==> config.mk <==
export PLATFORM = sky130hd
export DESIGN_NAME = calc_result_tx
export DESIGN_NICKNAME = d
export VERILOG_FILES = /design/src/rtl/calc_pkg.sv /design/src/rtl/calc_fmt_lut.sv /design/src/rtl/calc_result_tx.sv
export SDC_FILE = /design/constraint.sdc
export NUM_CORES = 1
export LEC_CHECK = 0
export BUFFER_PORTS_ARGS = -buffer_cell sky130_fd_sc_hd__clkbuf_2
export CORE_AREA = 2 2 60 62
export DETAILED_ROUTE_END_ITERATION = 16
export DIE_AREA = 0 0 62 64
export PLACE_DENSITY = 0.62
export SLEW_MARGIN = 0
export SYNTH_ARGS = -nofsm -noshare
export SYNTH_HDL_FRONTEND = slang
export SYNTH_SLANG_ARGS = --single-unit
==> constraint.sdc <==
create_clock -name clk -period 6.4 [get_ports clk]
set_clock_uncertainty 0.1 [all_clocks]
set_input_delay 0.32 -clock clk [delete_from_list [all_inputs] [get_ports clk]]
set_output_delay 0.32 -clock clk [all_outputs]
set_load 0.02 [all_outputs]
==> src/rtl/calc_pkg.sv <==
// Shared op codes, ASCII constants and FSM encoding for the calculator result transmitter.
package calc_pkg;

   localparam logic [1:0] OP_ADD = 2'b00;
   localparam logic [1:0] OP_SUB = 2'b01;
   localparam logic [1:0] OP_MUL = 2'b10;
   localparam logic [1:0] OP_DIV = 2'b11;

   localparam logic [7:0] CH_ZERO  = 8'h30;
   localparam logic [7:0] CH_MINUS = 8'h2D;
   localparam logic [7:0] CH_DOT   = 8'h2E;

   typedef enum logic [2:0] {
      ST_IDLE,
      ST_SIGN,
      ST_INT,
      ST_DOT,
      ST_FRAC1,
      ST_FRAC2,
      ST_REP,
      ST_TERM
   } state_t;

   function automatic logic [7:0] digit_char(input logic [3:0] value);
      return CH_ZERO + {4'h0, value};
   endfunction

endpackage

==> src/rtl/calc_fmt_lut.sv <==
// Combinational decode of one calculator result word into the characters and
// flags that steer the frame sequencer.
module calc_fmt_lut
   import calc_pkg::*;
(
   input  logic [1:0] op,
   input  logic [3:0] y,
   input  logic       yrep,
   output logic       need_sign,
   output logic [7:0] int_char,
   output logic       is_err,
   output logic       has_frac,
   output logic [7:0] frac_char1,
   output logic [7:0] frac_char2,
   output logic       need_rep
);

   always_comb begin
      need_sign  = 1'b0;
      int_char   = CH_ZERO;
      is_err     = 1'b0;
      has_frac   = 1'b0;
      frac_char1 = CH_ZERO;
      frac_char2 = CH_ZERO;
      need_rep   = 1'b0;

      case (op)
         OP_ADD, OP_MUL: begin
            if (y > 4'd9) begin
               is_err = 1'b1;
            end else begin
               int_char = digit_char(y);
            end
         end
         OP_SUB: begin
            // y2 is a don't-care; a negative zero prints as plain "0"
            int_char  = digit_char({2'b00, y[1:0]});
            need_sign = y[3] && (y[1:0] != 2'b00);
         end
         OP_DIV: begin
            int_char = digit_char({2'b00, y[3:2]});
            has_frac = 1'b1;
            case (y[1:0])
               2'b00: begin
                  frac_char1 = digit_char(4'd0);
                  frac_char2 = digit_char(4'd0);
               end
               2'b01: begin
                  frac_char1 = yrep ? digit_char(4'd3) : digit_char(4'd2);
                  frac_char2 = yrep ? digit_char(4'd3) : digit_char(4'd5);
                  need_rep   = yrep;
               end
               2'b10: begin
                  frac_char1 = yrep ? digit_char(4'd6) : digit_char(4'd5);
                  frac_char2 = yrep ? digit_char(4'd6) : digit_char(4'd0);
                  need_rep   = yrep;
               end
               default: begin
                  frac_char1 = digit_char(4'd7);
                  frac_char2 = digit_char(4'd5);
               end
            endcase
         end
         default: ;
      endcase
   end

endmodule

==> src/rtl/calc_result_tx.sv <==
// Captures one calculator result word and streams it out as an ASCII frame
// over a valid/ready byte interface.
//
// state    | meaning
// ---------+--------------------------------------------------
// IDLE     | waiting for a result word, in_ready high
// SIGN     | presenting '-'
// INT      | presenting integer digit (or error char)
// DOT      | presenting '.'
// FRAC1    | presenting first fraction digit
// FRAC2    | presenting second fraction digit
// REP      | presenting recurring marker
// TERM     | presenting frame terminator, tx_last high
module calc_result_tx
   import calc_pkg::*;
#(
   parameter logic [7:0] TERM_CHAR = 8'h0A,
   parameter logic [7:0] REP_CHAR  = 8'h7E,
   parameter logic [7:0] ERR_CHAR  = 8'h3F
) (
   input  logic       clk,
   input  logic       rst,
   input  logic       in_valid,
   output logic       in_ready,
   input  logic [1:0] in_op,
   input  logic [3:0] in_y,
   input  logic       in_yrep,
   output logic       tx_valid,
   input  logic       tx_ready,
   output logic [7:0] tx_data,
   output logic       tx_last,
   output logic       busy
);

   state_t     state;
   state_t     state_n;
   logic [1:0] op_q;
   logic [3:0] y_q;
   logic       yrep_q;

   logic [1:0] sel_op;
   logic [3:0] sel_y;
   logic       sel_yrep;

   logic       need_sign;
   logic [7:0] int_char;
   logic       is_err;
   logic       has_frac;
   logic [7:0] frac_char1;
   logic [7:0] frac_char2;
   logic       need_rep;

   logic       take_in;
   logic       advance;
   logic       tx_valid_n;
   logic [7:0] tx_data_n;
   logic       tx_last_n;

   // In IDLE the decoder looks at the live inputs so the first byte can be
   // registered in the same edge that captures the word.
   assign sel_op   = (state == ST_IDLE) ? in_op   : op_q;
   assign sel_y    = (state == ST_IDLE) ? in_y    : y_q;
   assign sel_yrep = (state == ST_IDLE) ? in_yrep : yrep_q;

   calc_fmt_lut u_fmt (
      .op         (sel_op),
      .y          (sel_y),
      .yrep       (sel_yrep),
      .need_sign  (need_sign),
      .int_char   (int_char),
      .is_err     (is_err),
      .has_frac   (has_frac),
      .frac_char1 (frac_char1),
      .frac_char2 (frac_char2),
      .need_rep   (need_rep)
   );

   assign in_ready = (state == ST_IDLE);
   assign busy     = (state != ST_IDLE);
   assign take_in  = in_valid && in_ready;
   assign advance  = tx_valid && tx_ready;

   always_comb begin
      state_n = state;
      case (state)
         ST_IDLE:  if (take_in) state_n = need_sign ? ST_SIGN : ST_INT;
         ST_SIGN:  if (advance) state_n = ST_INT;
         ST_INT:   if (advance) state_n = has_frac ? ST_DOT : ST_TERM;
         ST_DOT:   if (advance) state_n = ST_FRAC1;
         ST_FRAC1: if (advance) state_n = ST_FRAC2;
         ST_FRAC2: if (advance) state_n = need_rep ? ST_REP : ST_TERM;
         ST_REP:   if (advance) state_n = ST_TERM;
         ST_TERM:  if (advance) state_n = ST_IDLE;
         default:  state_n = ST_IDLE;
      endcase

      tx_data_n = 8'h00;
      case (state_n)
         ST_SIGN:  tx_data_n = CH_MINUS;
         ST_INT:   tx_data_n = is_err ? ERR_CHAR : int_char;
         ST_DOT:   tx_data_n = CH_DOT;
         ST_FRAC1: tx_data_n = frac_char1;
         ST_FRAC2: tx_data_n = frac_char2;
         ST_REP:   tx_data_n = REP_CHAR;
         ST_TERM:  tx_data_n = TERM_CHAR;
         default:  tx_data_n = 8'h00;
      endcase

      tx_valid_n = (state_n != ST_IDLE);
      tx_last_n  = (state_n == ST_TERM);
   end

   always_ff @(posedge clk or posedge rst) begin
      if (rst) begin
         state    <= ST_IDLE;
         op_q     <= 2'b00;
         y_q      <= 4'h0;
         yrep_q   <= 1'b0;
         tx_valid <= 1'b0;
         tx_data  <= 8'h00;
         tx_last  <= 1'b0;
      end else begin
         state    <= state_n;
         tx_valid <= tx_valid_n;
         tx_data  <= tx_data_n;
         tx_last  <= tx_last_n;
         if (take_in) begin
            op_q   <= in_op;
            y_q    <= in_y;
            yrep_q <= in_yrep;
         end
      end
   end

endmodule

Word-level counts from Yosys, hierarchy flattened:

Index checks and enable logic that the tools add are counted.

* output and inout port bits: 12
* bits in registers: 20
* word-level logic and storage cells: 74

* reduce and logical (&&, ||, !) cells: 11
* $lt $le $gt $ge: 1
* muxes and demuxes: 33
* eq/ne operators: 19
* add/subtract/negate cells: 3

Operator list (number)
* one-hot mux 8 bit (3 select lines): 3
* one-hot mux 8 bit (7 select lines): 1
* two-way mux 3 bit: 11
* two-way mux 8 bit: 4
* equality test 3 bit, second input constant: 8
* one-hot mux 3 bit (8 select lines): 1
* adder 6 x 2 -> 7 bit, first input constant: 2
* equality test 3 x 2 -> 1 bit, second input constant: 4
* two-way mux 1 bit: 9
* adder 6 x 4 -> 7 bit, first input constant: 1
* equality test 2 bit, second input constant: 3
* equality test 3 x 1 -> 1 bit, second input constant: 2
* two-way mux 2 bit: 3
* nonzero test 3 bit: 2
* equality test 2 x 1 -> 1 bit, second input constant: 2
* greater-than comparator 4 bit, second input constant: 1
* logical NOT 2 bit: 2
* two-way mux 4 bit: 1
* OR reduction 2 bit: 2
* logical AND 1 bit: 3
* logical NOT 3 bit: 1
* nonzero test 2 bit: 1

Depth between registers and ports, before layout:

Gate-level depths: netlist of run 1.

* depth after elaboration: 11
* gate-level depth with buffers: 10
* depth with buffers taken out: 9

By module:

From an unflattened synthesis of run 1, not the netlist that was laid out.

* cell total of the unflattened synthesis: 189
* area, all modules: 1771.7 µm²

By module, submodules not included
* calc_result_tx: cells each 137, times used 1, area each 1385.1 µm²
* calc_fmt_lut: cells each 52, times used 1, area each 386.6 µm²

Least setup slack after synthesis of run 1:

Ideal clock, no wire load.

* path type: reg-to-reg
* start point: register state[1]
* end point: register tx_data[1]
* cell stages (with the launch flop): 10
* data arrival time: 2.337 ns
* path slack: 3.824 ns
* cells stage by stage: dfrtp_1 > buf_6 > nor3_4 > mux2i_1 > inv_1 > ha_1 > nand4_1 > o221ai_2 > nor4bb_1 > a311oi_1

* cells in the longest elaborated chain, start to end: 11

RTL lines
* start: declaration: line calc_result_tx.sv:35 `state_t state;`
* start signal: assignment: line calc_result_tx.sv:123 `state <= state_n;`
* logical NOT 3 bit
* two-way mux 4 bit: line calc_result_tx.sv:62 `assign sel_y = (state == ST_IDLE) ? in_y : y_q;`
* equality test 2 x 1 -> 1 bit or equality test 2 bit (tied branches): line calc_fmt_lut.sv:43 `case (y[1:0])`
* OR reduction 2 bit (no source line)
* two-way mux 1 bit: line calc_fmt_lut.sv:43
* two-way mux 1 bit: line calc_fmt_lut.sv:27 `case (op)`
* two-way mux 1 bit: line calc_result_tx.sv:91 `ST_FRAC2: if (advance) state_n = need_rep ? ST_REP : ST_TERM;`
* two-way mux 3 bit: line calc_result_tx.sv:91
* one-hot mux 3 bit (8 select lines): line calc_result_tx.sv:85 `case (state)`
* equality test 3 bit (tied with other cells): line calc_result_tx.sv:98 `case (state_n)`
* one-hot mux 8 bit (7 select lines) *: line calc_result_tx.sv:98
* via tx_data_n[1]: line calc_result_tx.sv:56 `logic [7:0] tx_data_n;`
* end signal: assignment: line calc_result_tx.sv:125 `tx_data <= tx_data_n;`
* end: declaration: line calc_result_tx.sv:30 `output logic [7:0] tx_data,`

Mark *: on every way through the listed nets, which the timed path passes. The rest lies on a longest branch.
A chain may end at the register's enable or synchronous reset.

Final worst setup path of run 1:

Ends and elaborated chain as after synthesis.

==> results of run 1 <==
-- per-layer routing --
layer	wire length, um	share of wire [%]	GRT usage (%)
met1	1210	44	20.6
met2	1340	48	24.3
met3	174	6.3	4.45
met4	51	1.8	4.52
met5	0	0	0
-- cell type report --
cell class | count | share of cell area, %
multi-input cells | 94 | 50.5
flip-flops and latches | 19 | 33.7
repair buffers | 21 | 7.45
well taps | 46 | 4.08
inverters | 9 | 2.40
clock buffers | 4 | 1.86
-- through the flow --
step | power (W) | worst slack, ns | std cells | hold WS (ns)
3_3_place_gp | 0.000663 | 3.21 | 189 | 0.353
5_1_grt | 0.000800 | 2.77 | 193 | 0.0696
4_1_cts | 0.000737 | 3.10 | 193 | 0.0254
2_1_floorplan | 0.000575 | 3.82 | 127 | 0.171
3_5_place_dp | 0.000670 | 3.10 | 189 | 0.361
6_report | 0.000735 | 3.07 | 193 | -0.00193
-- worst max path at each step --
| stage | endpoint | slack, ns | cells past startpoint | from |
|---|---|---|---|---|
| 5_1_grt | tx_data[1]$_DFF_PP0_ | 2.77 | 8 | state[0]$_DFF_PP0_ |
| 3_5_place_dp | tx_data[1]$_DFF_PP0_ | 3.10 | 8 | state[1]$_DFF_PP0_ |
| 4_1_cts | tx_data[1]$_DFF_PP0_ | 3.10 | 8 | state[1]$_DFF_PP0_ |
| 3_3_place_gp | tx_data[1]$_DFF_PP0_ | 3.21 | 8 | state[1]$_DFF_PP0_ |
| 2_1_floorplan | tx_data[1]$_DFF_PP0_ | 3.82 | 9 | state[1]$_DFF_PP0_ |
| 6_report | tx_data[1]$_DFF_PP0_ | 3.07 | 8 | state[1]$_DFF_PP0_ |
-- worst max-delay path, delay by kind of cell (launching register included) --
family	cells	cell delay [ns]
AND/OR/NAND/NOR	3	1.13
multiplexers	1	0.53
flip-flops	1	0.50
AO/OA/AOI/OAI	2	0.45
adder cells (fa/ha/maj)	1	0.34
buffers and inverters	1	0.16
-- flip-flops by register name, summed over array words and instances (netlist names) --
signal / cells
tx_valid: 1
tx_data: 7
tx_last: 1
op_q: 2
yrep_q: 1
state: 3
y_q: 4
-- where the power goes --
group	switching [W]	leakage [nW]	internal, W	total, W
sequential	0.0000584	0.225	0.000178	0.000236
clock	0.0000379	0.0150	0.0000243	0.0000622
combinational	0.000257	0.391	0.000179	0.000436
-- synth_stat cells (2+ instances only) --
master	n	share of area [%]
mux2i_1	7	5.5
o211ai_1	2	1.2
nor2_1	7	2.1
nand3_1	5	2.0
inv_1	9	2.7
nor2b_1	4	2.0
buf_4	2	1.2
buf_6	2	1.8
nand2_1	8	2.4
and3_1	3	1.5
mux2_2	12	11
dfrtp_1	19	38
a211oi_1	2	1.2
o21ai_0	8	3.2
ha_1	4	4.0
nor3_1	3	1.2
nand2b_1	2	0.99
a21oi_1	5	2.0
-- cells by family (layout without fill, tap and decap cells) --
kind of cell | Yosys count | in the layout | share of synthesized area, %
xor+xnor | 1 | 1 | 0.693
buf+inv | 14 | 34 | 6.04
fa+ha+maj | 4 | 4 | 3.96
simple gates | 39 | 39 | 18.3
mux | 20 | 20 | 17.4
flops | 19 | 19 | 37.6
compound gates | 29 | 29 | 15.6
other cells | 1 | 1 | 0.297
==> results_dict.tcl, run 1 <==
set metrics [dict create \
    num_rows 21 \
    place_area_sq_um 1380 \
    max_freq_ghz 0.300 \
    cts_sinks 19 \
    drt_wl_total_um 2780 \
    ctsHoldBuffers 0 \
    power.density_nw_per_um2 521 \
    final_antenna_net_count 0 \
    clkSlewWorstSetupHoldPaths_ns 0.10 \
    worstMarginPinSlew_ns 0.714 \
    crit_slowest_cell "nor3_4" \
    grt_use_total_pct 15.6 \
    syn_to_final_growth_pct 11.6 \
    final_common_cell "clkbuf_2" \
    r2r_end "tx_data[1]$_DFF_PP0_" \
    critPathLaunchType "flop" \
    status "finished with violations" \
    place.gp.congestion 0.902 \
    diodes 0 \
    synth_flop_cell "dfrtp_1" \
    port_buffers 21 \
    die_area_sq_um 3970 \
    overflow 0 \
    cts_tree "yes" \
    drive_gt1_share_pct 27.9 \
    slew_violations 0 \
    grt_max_degree 20 \
    finalSetupViolCount 0 \
    layout_common_cells "21 x clkbuf_2, 19 x dfrtp_1, 12 x mux2_2" \
    max_slew_margin_pct 52.4 \
    syn_area_sq_um 1260 \
    cp-end-kind "flop" \
    r2r-start "state[1]$_DFF_PP0_" \
    die_x_um 62 \
    required_ns 6.48 \
    synth-seq-cells 19 \
    antenna_found_initial 0 \
    final-hold-violation-count 6 \
    nets 163 \
    clk_latency_ns 0.30 \
    p_leak_nw 0.631 \
    postCtsSetupRepairBufs 0 \
    min_period_over_period_pct 52.1 \
    multiInputGateArea_sq_um 712 \
    regArea_sq_um 475 \
    start_util_pct 38.5 \
    drc_errors 0 \
    clk_path_buf_depth 2 \
    design_area_sq_um 1410 \
    critPathMaxFanout 16 \
    r2r_cells 8 \
    fill_cells 344 \
    synth_cell_types 41 \
    vias_per_cell 5.55 \
    drt_iter0_markers 31 \
    cts_resized 0 \
    holdWs_ns -0.00193 \
    seq_area_frac_synth_pct 37.6 \
    syn_inst 127 \
    syn-num-nets 142 \
    synth-async-reset-ratio_pct 100 \
    yosysWarnings 0 \
    period_needed_ns 3.33 \
    arrival_ns 3.41 \
    syn_avg_cell_area_sq_um 9.95 \
    fp.dieH_um 64 \
    htreeDepth 1 \
    synth_edf_count 0 \
    path_class "flop to flop" \
    io_pins 23 \
    cap_violations 0 \
    finalSetupTns_ns 0 \
    rrSetupSlack_ns 3.07 \
    ir_drop_v 0.000242 \
    cts.root.buffer_cell "clkbuf_4" \
    utilization_pct 42.9 \
    core_area_sq_um 3280 \
    grt_pass1_vias 1069 \
    hp-class "input pin to asynchronous set/reset pin" \
    dp_hpwl_um 2110 \
    grt_pass1_wl_um 4720 \
    wl_per_cell_um 14.4 \
    cts_made_buffers 3 \
    path_cells "nor3_4, mux2i_1, inv_1, ha_1, nand4_1, o221ai_2, nor4bb_1, a311oi_1" \
    critPathMaxStageDelay_ns 0.63 \
    vias 1071 \
    firstDrtPassIters 4 \
    violations "hold timing" \
    rsz0062_at_grt "false" \
]
(Power assumes the default switching activity.)
==> run 2, diff against run 1 <==
- clock period: 6.4 -> 3.2 ns (I/O delays scaled with it)
==> run 2 against run 1 <==
The flow now finishes without violations. Combinational power rose by 110%. Non-clock buffer count grew 4. Register-to-register slack worse by 2.6 ns. Global-route usage increased by 0.96 points. Via count is 2.5% lower. Worst setup slack got worse by 2.6 ns. Largest power group unchanged.
==> results_dict.tcl, run 2 (synthesis gave the netlist of run 1 again) <==
set metrics [dict create \
    vias_per_cell 5.30 \
    core_area_sq_um 3280 \
    num_rows 21 \
    wl_per_cell_um 14.6 \
    grt_util_met2_pct 27.9 \
    antenna_found_initial 0 \
    r2r_cells 8 \
    cts_tree "yes" \
    clkSlewWorstSetupHoldPaths_ns 0.11 \
    cap_violations 0 \
    path_class "flop to flop" \
    htreeDepth 1 \
    multiInputGateArea_sq_um 712 \
    clk_path_buf_depth 2 \
    die_area_sq_um 3970 \
    r2r_end "tx_data[1]$_DFF_PP0_" \
    start_util_pct 38.5 \
    hold_path_end "yrep_q$_DFFE_PP0P_" \
    regArea_sq_um 475 \
    cts_sinks 19 \
    clk_latency_ns 0.31 \
    final_common_cell "clkbuf_2" \
    drive_gt1_share_pct 29.1 \
    grt_use_total_pct 16.5 \
    min_from "in_yrep" \
    min_period_over_period_pct 86.8 \
    busiest_layer "met2" \
    grt_util_met3_pct 2.83 \
    cp-end-kind "flop" \
    max_slew_margin_pct 51.4 \
    dp_hpwl_um 2270 \
    worstMarginPinSlew_ns 0.729 \
    syn_to_final_growth_pct 14.5 \
    required_ns 3.28 \
    overflow 0 \
    period_needed_ns 2.78 \
    drc_errors 0 \
    arrival_ns 2.86 \
    ir_drop_v 0.000343 \
    layout_common_cells "21 x clkbuf_2, 19 x dfrtp_1, 12 x mux2_2" \
    grt_max_degree 20 \
    io_pins 23 \
    diodes 0 \
    rrSetupSlack_ns 0.42 \
    fill_cells 346 \
    hold_path_depth 2 \
    rsz0062_at_grt "false" \
    hp-class "input pin to flop" \
    holdWs_ns 0.0144 \
    nets 167 \
    final-hold-violation-count 0 \
    cts_made_buffers 3 \
    largest_reg_flops 7 \
    die_x_um 62 \
    drt_wl_total_um 2880 \
    slew_violations 0 \
    place.gp.congestion 0.884 \
    grt_pass1_vias 1049 \
    final_antenna_net_count 0 \
    largest_register "tx_data" \
    use_met1_pct 20.4 \
    p_leak_nw 0.652 \
    port_buffers 21 \
    fp.dieH_um 64 \
    critPathMaxFanout 15 \
    r2r-start "state[0]$_DFF_PP0_" \
    critPathLaunchType "flop" \
    power.density_nw_per_um2 1030 \
    finalSetupViolCount 0 \
    status "completed" \
    max_freq_ghz 0.360 \
    vias 1044 \
    drt_iter0_markers 27 \
    firstDrtPassIters 5 \
    cts_resized 0 \
    cts.root.buffer_cell "clkbuf_4" \
    grt_pass1_wl_um 4890 \
    finalSetupTns_ns 0 \
    top_regs "tx_data: 7 flops, y_q: 4 flops, state: 3 flops" \
]
## run 2: layout make-up
cell class | count | share of cell area [%]
Inverter | 9 | 2.34
Sequential cell | 19 | 32.9
Multi-Input combinational cell | 94 | 49.2
Clock inverter | 1 | 0.346
Tap cell | 46 | 3.98
Clock buffer | 3 | 1.56
Timing Repair Buffer | 25 | 9.69
## run 2: what timing repair did
item / 4_1_cts / 5_1_grt
setup buffers: 0 / 0
endpoints found under the hold margin: 20 / 0
hold buffers: 2 / 0
## run 2: power breakdown
part	leakage [nW]	switching (W)	internal (W)	total, W
Sequential	0.225	0.000118	0.000356	0.000474
Combinational	0.409	0.000521	0.000373	0.000894
Clock	0.0177	0.0000770	0.0000467	0.000124
## run 2: critical path, stage by stage, from the launching register on
cell and delay (ns):
dfrtp_1 0.51, nor3_4 0.23, buf_4 0.24, mux2_2 0.40
ha_1 0.30, nand4_1 0.14, o221ai_2 0.33, nor4bb_1 0.31
a311oi_1 0.08
## run 2: through the flow
stage               total power, W  std cells  util [%]  instance area [sq um]  setup WS, ns
finish                     0.00149        197      44.0                   1450         0.421
global route               0.00163        197      44.0                   1450         0.171
CTS                        0.00151        197      44.0                   1450         0.436
detailed placement         0.00137        191      42.6                   1400         0.458
global placement           0.00137        191      42.6                   1400         0.538
floorplan                  0.00115        127         -                   1260         0.624
## run 2: worst max path at each step
stage,start,endpoint,slack (ns),cells past startpoint
floorplan,state[1]$_DFF_PP0_,tx_data[1]$_DFF_PP0_,0.62,9
global placement,state[0]$_DFF_PP0_,tx_data[2]$_DFF_PP0_,0.54,10
detailed placement,state[0]$_DFF_PP0_,tx_data[1]$_DFF_PP0_,0.46,8
CTS,state[0]$_DFF_PP0_,tx_data[1]$_DFF_PP0_,0.44,8
global route,state[0]$_DFF_PP0_,tx_data[5]$_DFF_PP0_,0.17,9
finish,state[0]$_DFF_PP0_,tx_data[1]$_DFF_PP0_,0.42,8
## run 2: metal layers
metal	vias up	routed length (um)
met3	4	122
met1	506	1300
met4	0	24
met2	28	1430
met5	-	0
li1	506	-
